## src/rtl/bp_pkg.sv

```systemverilog
// Shared types and helpers for the dynamic branch predictor: opcode
// constants, the 2-bit saturating counter type and the BTB entry layout.
package bp_pkg;

  // RV32I control-flow opcodes (inst[6:0])
  localparam logic [6:0] OP_BRANCH = 7'b1100011;
  localparam logic [6:0] OP_JAL    = 7'b1101111;
  localparam logic [6:0] OP_JALR   = 7'b1100111;

  // 2-bit saturating direction counter; bit 1 is the taken prediction
  typedef enum logic [1:0] {
    SNT = 2'b00,
    WNT = 2'b01,
    WT  = 2'b10,
    ST  = 2'b11
  } cnt_t;

  // One BTB entry. The tag field is right-aligned; the table keeps only
  // its low TAG_W bits and returns the upper bits as zero.
  typedef struct packed {
    logic        valid;
    logic [31:0] tag;
    logic [31:0] target;
    cnt_t        cnt;
  } btb_entry_t;

  // Saturating step toward the resolved direction; ST and SNT hold.
  function automatic cnt_t sat_update(input cnt_t cnt, input logic taken);
    cnt_t res;
    case (cnt)
      SNT:     res = taken ? WNT : SNT;
      WNT:     res = taken ? WT  : SNT;
      WT:      res = taken ? ST  : WNT;
      ST:      res = taken ? ST  : WT;
      default: res = cnt;
    endcase
    return res;
  endfunction

endpackage

```

## src/rtl/bp_table.sv

```systemverilog
// Direct-mapped BTB storage: one write port, two asynchronous read ports
// (IF lookup and MEM training lookup). Valid and counter arrays take the
// asynchronous reset; tag and target arrays are plain storage that is only
// meaningful behind a set valid bit.
module bp_table
  import bp_pkg::*;
#(
  parameter int         IDX_W    = 6,
  parameter int         TAG_W    = 8,
  parameter logic [1:0] CNT_INIT = 2'b01
) (
  input  logic             clk_i,
  input  logic             rst_i,
  input  logic             we_i,
  input  logic [IDX_W-1:0] waddr_i,
  input  btb_entry_t       wdata_i,
  input  logic [IDX_W-1:0] if_idx_i,
  output btb_entry_t       if_entry_o,
  input  logic [IDX_W-1:0] mem_idx_i,
  output btb_entry_t       mem_entry_o
);

  localparam int DEPTH = 2 ** IDX_W;

  logic             valid_q  [DEPTH];
  cnt_t             cnt_q    [DEPTH];
  logic [TAG_W-1:0] tag_q    [DEPTH];
  logic [31:0]      target_q [DEPTH];

  // Upper tag bits of the write data are not stored
  logic unused_wtag;
  assign unused_wtag = ^wdata_i.tag;

  // Valid and counter state: cleared asynchronously, written on training
  always_ff @(posedge clk_i or posedge rst_i) begin
    if (rst_i) begin
      for (int i = 0; i < DEPTH; i++) begin
        valid_q[i] <= 1'b0;
        cnt_q[i]   <= cnt_t'(CNT_INIT);
      end
    end else if (we_i) begin
      valid_q[waddr_i] <= wdata_i.valid;
      cnt_q[waddr_i]   <= wdata_i.cnt;
    end
  end

  // Tag and target payload: no reset needed, gated by valid on read
  always_ff @(posedge clk_i) begin
    if (we_i) begin
      tag_q[waddr_i]    <= wdata_i.tag[TAG_W-1:0];
      target_q[waddr_i] <= wdata_i.target;
    end
  end

  // IF read port: pre-update contents, no write bypass
  always_comb begin
    if_entry_o = '{valid:  valid_q[if_idx_i],
                   tag:    32'(tag_q[if_idx_i]),
                   target: target_q[if_idx_i],
                   cnt:    cnt_q[if_idx_i]};
  end

  // MEM read port used to build the training write
  always_comb begin
    mem_entry_o = '{valid:  valid_q[mem_idx_i],
                    tag:    32'(tag_q[mem_idx_i]),
                    target: target_q[mem_idx_i],
                    cnt:    cnt_q[mem_idx_i]};
  end

endmodule

```

## src/rtl/branch_predictor.sv

```systemverilog
// Dynamic branch predictor and mispredict controller for the 5-stage RV32I
// pipeline. IF looks up the BTB and steers next-PC in the same cycle; MEM
// compares the resolved outcome with the prediction carried down the pipe,
// raises a combinational flush/redirect on mismatch and trains the table.
//
// MEM-stage qualifier: i_mem_valid=1 means the MEM bundle (i_pc_mem,
// i_inst_mem, i_actual_*, i_pred_*_mem) is a real, non-stalled instruction
// presented for exactly this cycle; it is consumed (compared, counted and
// trained) on the rising edge. With i_mem_valid=0 every MEM input is ignored.
module branch_predictor
  import bp_pkg::*;
#(
  parameter int         IDX_W    = 6,
  parameter int         TAG_W    = 8,
  parameter logic [1:0] CNT_INIT = 2'b01
) (
  input  logic        i_clk,
  input  logic        i_reset,
  input  logic [31:0] i_pc_if,
  output logic        o_pred_taken,
  output logic [31:0] o_pred_target,
  input  logic        i_mem_valid,
  input  logic [31:0] i_pc_mem,
  input  logic [31:0] i_inst_mem,
  input  logic        i_actual_taken,
  input  logic [31:0] i_actual_target,
  input  logic        i_pred_taken_mem,
  input  logic [31:0] i_pred_target_mem,
  output logic        o_mispredict,
  output logic [31:0] o_redirect_pc,
  output logic [31:0] o_br_count,
  output logic [31:0] o_miss_count
);

  logic [IDX_W-1:0] if_idx, mem_idx;
  logic [TAG_W-1:0] if_tag, mem_tag;
  btb_entry_t       if_entry, mem_entry, wr_entry;
  logic             wr_en;
  logic             if_hit, mem_hit;
  logic [1:0]       if_cnt;
  logic             pred_taken;
  logic [6:0]       opcode;
  logic             is_branch, is_jal, is_jalr, is_ctrl;
  logic             mispredict;
  logic [31:0]      br_count_q, br_count_d;
  logic [31:0]      miss_count_q, miss_count_d;

  // PC bits outside index/tag and instruction bits above the opcode are
  // intentionally ignored
  logic unused_bits;
  assign unused_bits = ^{i_inst_mem[31:7], i_pc_if, i_pc_mem,
                         if_entry.tag, mem_entry.tag};

  assign if_idx  = i_pc_if[IDX_W+1:2];
  assign if_tag  = i_pc_if[IDX_W+TAG_W+1:IDX_W+2];
  assign mem_idx = i_pc_mem[IDX_W+1:2];
  assign mem_tag = i_pc_mem[IDX_W+TAG_W+1:IDX_W+2];

  bp_table #(
    .IDX_W   (IDX_W),
    .TAG_W   (TAG_W),
    .CNT_INIT(CNT_INIT)
  ) u_table (
    .clk_i      (i_clk),
    .rst_i      (i_reset),
    .we_i       (wr_en),
    .waddr_i    (mem_idx),
    .wdata_i    (wr_entry),
    .if_idx_i   (if_idx),
    .if_entry_o (if_entry),
    .mem_idx_i  (mem_idx),
    .mem_entry_o(mem_entry)
  );

  // IF lookup: hit on valid + tag match, predict taken on counter MSB
  always_comb begin
    if_cnt        = if_entry.cnt;
    if_hit        = if_entry.valid && (if_entry.tag[TAG_W-1:0] == if_tag);
    pred_taken    = !i_reset && if_hit && if_cnt[1];
    o_pred_taken  = pred_taken;
    o_pred_target = pred_taken ? if_entry.target : i_pc_if + 32'd4;
  end

  // MEM compare: direction mismatch, or taken with a wrong target. Applies
  // to every instruction so aliased non-control hits are flushed too.
  always_comb begin
    mispredict = i_mem_valid && !i_reset &&
                 ((i_actual_taken != i_pred_taken_mem) ||
                  (i_actual_taken && (i_pred_target_mem != i_actual_target)));
    o_mispredict  = mispredict;
    o_redirect_pc = i_actual_taken ? i_actual_target : i_pc_mem + 32'd4;
  end

  // Training decode: choose whether and what to write at the MEM index
  always_comb begin
    opcode    = i_inst_mem[6:0];
    is_branch = (opcode == OP_BRANCH);
    is_jal    = (opcode == OP_JAL);
    is_jalr   = (opcode == OP_JALR);
    is_ctrl   = is_branch || is_jal || is_jalr;
    mem_hit   = mem_entry.valid && (mem_entry.tag[TAG_W-1:0] == mem_tag);
    wr_en     = 1'b0;
    wr_entry  = mem_entry;
    if (i_mem_valid) begin
      if (is_branch) begin
        if (mem_hit) begin
          wr_en        = 1'b1;
          wr_entry.cnt = sat_update(mem_entry.cnt, i_actual_taken);
          if (i_actual_taken) wr_entry.target = i_actual_target;
        end else if (i_actual_taken) begin
          wr_en    = 1'b1;
          wr_entry = '{valid: 1'b1, tag: 32'(mem_tag),
                       target: i_actual_target, cnt: WT};
        end
      end else if (is_jal) begin
        wr_en    = 1'b1;
        wr_entry = '{valid: 1'b1, tag: 32'(mem_tag),
                     target: i_actual_target, cnt: ST};
      end else if (mem_hit) begin
        // JALR or non-control instruction aliasing a live entry
        wr_en          = 1'b1;
        wr_entry.valid = 1'b0;
      end
    end
  end

  // Perf counter next-state, wrapping modulo 2^32
  always_comb begin
    br_count_d   = br_count_q + {31'd0, (i_mem_valid && is_ctrl)};
    miss_count_d = miss_count_q + {31'd0, mispredict};
  end

  // Perf counter registers
  always_ff @(posedge i_clk or posedge i_reset) begin
    if (i_reset) begin
      br_count_q   <= 32'd0;
      miss_count_q <= 32'd0;
    end else begin
      br_count_q   <= br_count_d;
      miss_count_q <= miss_count_d;
    end
  end

  assign o_br_count   = br_count_q;
  assign o_miss_count = miss_count_q;

endmodule

```

## config.mk

```make
export PLATFORM = sky130hd
export DESIGN_NAME = branch_predictor
export DESIGN_NICKNAME = d
export VERILOG_FILES = /design/src/rtl/bp_pkg.sv /design/src/rtl/bp_table.sv /design/src/rtl/branch_predictor.sv
export SDC_FILE = /design/constraint.sdc
export NUM_CORES = 2
export LEC_CHECK = 0
export CORE_MARGIN = 2
export CORE_UTILIZATION = 30
export DETAILED_ROUTE_END_ITERATION = 6
export GPL_TIMING_DRIVEN = 0
export PLACE_DENSITY_LB_ADDON = 0.08
export SYNTH_ARGS = -nofsm -noshare
export SYNTH_HDL_FRONTEND = slang
export SYNTH_SLANG_ARGS = --single-unit
```

## constraint.sdc

```tcl
create_clock -name i_clk -period 15.25 [get_ports i_clk]
set_clock_uncertainty 0.2 [all_clocks]
set_input_delay 3.05 -clock i_clk [delete_from_list [all_inputs] [get_ports i_clk]]
set_output_delay 3.05 -clock i_clk [all_outputs]
set_load 0.03 [all_outputs]
```

==> impl_metrics.tcl <==
set metrics [dict create \
    met3_usage_pct 3.19 \
    synth_top_area_share_pct 65.6 \
    dp.cells 11300 \
    path_delay_family "buffers and inverters" \
    yosysUniqueCellTypes 67 \
    cp_slowest_cell "clkbuf_1" \
    die_x_um 629 \
    slowest_delay_ns 0.95 \
    holdCritPathClass "reg2reg" \
    grt-busiest-layer "met2" \
    synth.area.top_cells "edfxtp_1, mux4_2, dfrtp_1" \
    p_per_area_nw_per_um2 123 \
    layout.nets 6645 \
    crit_buf_inv 9 \
    worstSkewPairLatency_ns 0.94 \
    ios 295 \
    violations "max-capacitance violations, max-slew violations" \
    coreArea_um2 389000 \
    setup_violations 0 \
    h-tree-depth 5 \
    worstPathMaxFanout 11 \
    clk_path_buf_depth 4 \
    tightestPinTransition_ns 1.62 \
    route.detailed.wl_per_inst_um 39.1 \
    cts_tree "yes" \
    cpMostUsedCell "clkbuf_1" \
    cp-start-kind "input port" \
    antenna_left 0 \
    clkSinkCount 2816 \
    avgSynthCellArea_um2 20.4 \
    crit_type "in2out" \
    synthesis.nets 5916 \
    ir_drop_mv 0.0993 \
    post_cts_buffers 0 \
    rsz0062_at_grt "no" \
    max_freq_mhz 66.9 \
    fin_crit_ns 14.96 \
    async_flop_share_pct 9.09 \
    slew_headroom_pct -7.68 \
    outcome "finished, violations left" \
    finalPower_mw 17.3 \
    cts_made_buffers 332 \
    grt_util_met1_pct 30.7 \
    slew_viol_final 75 \
    final_core_util_pct 36.1 \
    final-hold-violation-count 0 \
    yosys.area.top_type "edfxtp_1" \
    firstDrtPassIters 5 \
    start_util_pct 30.1 \
    num_rows 229 \
    antenna_found_initial 45 \
    first_iter_violations 7242 \
    fin_cells 12000 \
    postLayoutCellArea_um2 141000 \
    synthesis.area_um2 117000 \
    ys_warn_count 0 \
    cts_root_buf "clkbuf_16" \
    synth_ff_type "edfxtp_1" \
    cts.clk_slew.worst_paths_ns 0.05 \
    ys_seq_elements 2816 \
    arrival_ns 11.71 \
    drc 0 \
    grt_usage_pct 23.2 \
    use_met2_pct 39.2 \
    end_kind "output port" \
    min_period_over_period_pct 98.1 \
    die_h_um 629 \
    grt_overflow_total 0 \
    vias 65100 \
    synth_edf_count 2560 \
    drive_above_1_share_pct 30.6 \
    die-area_um2 396000 \
    critPathRequiredTime_ns 12.00 \
    io_buffers 264 \
    drv_cap 9 \
    wl_mm 468 \
    grt_max_degree 102 \
    grt_pass1_wl_mm 620 \
    avgViaCountPerCell 5.44 \
    grt_pass1_vias 66000 \
    syn_to_final_growth_pct 19.9 \
    worstPathCellList "clkdlybuf4s50_1 -> clkbuf_1 -> buf_2 -> buf_1 -> clkbuf_2 -> clkbuf_2 -> clkbuf_1 -> clkbuf_1 -> mux4_2 -> mux4_2 -> mux2i_1 -> nand2_1 -> o21ai_0 -> mux2i_1 -> clkdlybuf4s50_1" \
    placed_area_um2 130000 \
    ys_seq_area_share_pct 71.1 \
    globalplace.congestion 0.880 \
    synthCells 5745 \
    dp_hpwl_mm 329 \
    cellLeakagePower_nw 39.1 \
]
==> report_power, final <==
part	internal, mW	switching (mW)
Sequential	8.39	0.0107
Clock	4.59	3.28
Combinational	0.323	0.725
Total	13.3	4.02
==> cell families after synthesis <==
group	after synthesis	synth area share, %
AND/OR/NAND/NOR	564	2.45
adder cells (fa/ha/maj)	6	0.0640
flip-flops	2816	71.1
buffers and inverters	398	1.34
XOR/XNOR	164	1.23
AO/OA/AOI/OAI	534	3.67
multiplexers	1263	20.2
==> path summary, 6_finish.rpt <==
path	startpoint	to	slack, ns	depth (start not counted)
worst max-delay path	i_pc_if[3]	o_pred_target[7]	0.29	15
worst min-delay path	o_miss_count[31]	o_miss_count[31]	0.27	1
worst max register to register	u_table.tag_q[33][1]	u_table.target_q[34][13]	8.01	10
worst min register to register	o_miss_count[31]	o_miss_count[31]	0.27	1
max in group asynchronous	i_reset	o_miss_count[9]	10.95	3
min in group asynchronous	i_reset	u_table.cnt_q[11]	2.84	2
==> placed cells by master (no fill, tap or decap), types with 128 or more instances in the layout <==
cell type	count
a221o_1	128
clkbuf_1	263
clkbuf_16	343
clkdlybuf4s50_1	264
dfrtp_1	192
edfxtp_1	2560
mux2_2	237
mux2i_1	147
mux4_2	853
nand2_1	147
==> cell type report <==
class	count	area, um2
Timing Repair Buffer	395	5350
Buffer	369	1540
Clock inverter	187	1610
Tap cell	5197	6500
Inverter	29	116
Antenna cell	32	80.1
Sequential cell	2816	83400
Clock buffer	416	8960
Fill cell	36300	249000
Multi-Input combinational cell	2531	33100
==> metrics by stage <==
stage	hold slack (ns)	TNS, ns	worst slack, ns
after global placement	0.264	-38.55	-3.38
after detailed placement	0.266	-0.373	-0.373
final	0.271	0	0.292
after global routing	0.304	0	0.149
after floorplan	0.275	0	2.59
after CTS	0.278	0	0.0478
==> Yosys cell counts, types with 4 or more instances <==
master,n
mux4_2,853
buf_2,42
inv_1,28
nor2b_1,20
a22oi_1,23
buf_4,7
a21oi_1,72
buf_1,83
dfstp_2,64
nand2b_1,6
a211oi_4,12
and4_1,4
nor4_1,8
a211oi_2,52
ha_1,6
nor2_1,129
and3_1,22
dfrtp_1,192
nand3_1,75
xor2_1,58
nand3b_1,7
a31oi_1,5
and2_1,81
a221o_1,128
nand2_1,147
edfxtp_1,2560
nand4_1,27
o21ai_0,74
clkbuf_1,237
a221oi_1,27
mux2_1,18
o32ai_1,5
nor3_1,10
o31ai_1,9
mux2i_1,155
nor4_2,7
xnor2_1,106
mux2_2,237
o22ai_1,106
==> what timing repair did <==
action / CTS / global route
resized for setup: 2 / 0
setup endpoints to repair: 1 / 0
hold buffers: 0 / 0
==> layer usage <==
layer,vias to the layer above,routed length (um)
li1,25700,-
met1,36000,194000
met2,2684,230000
met3,683,25900
met4,10,17800
met5,-,70
==> registers in the layout, indices dropped and copies added, names as in the netlist <==
signal,count
o_br_count,32
u_table.tag_q,512
o_miss_count,32
u_table.valid_q,64
u_table.target_q,2048
u_table.cnt_q,128
No activity file was read; power rests on OpenSTA's default activity.
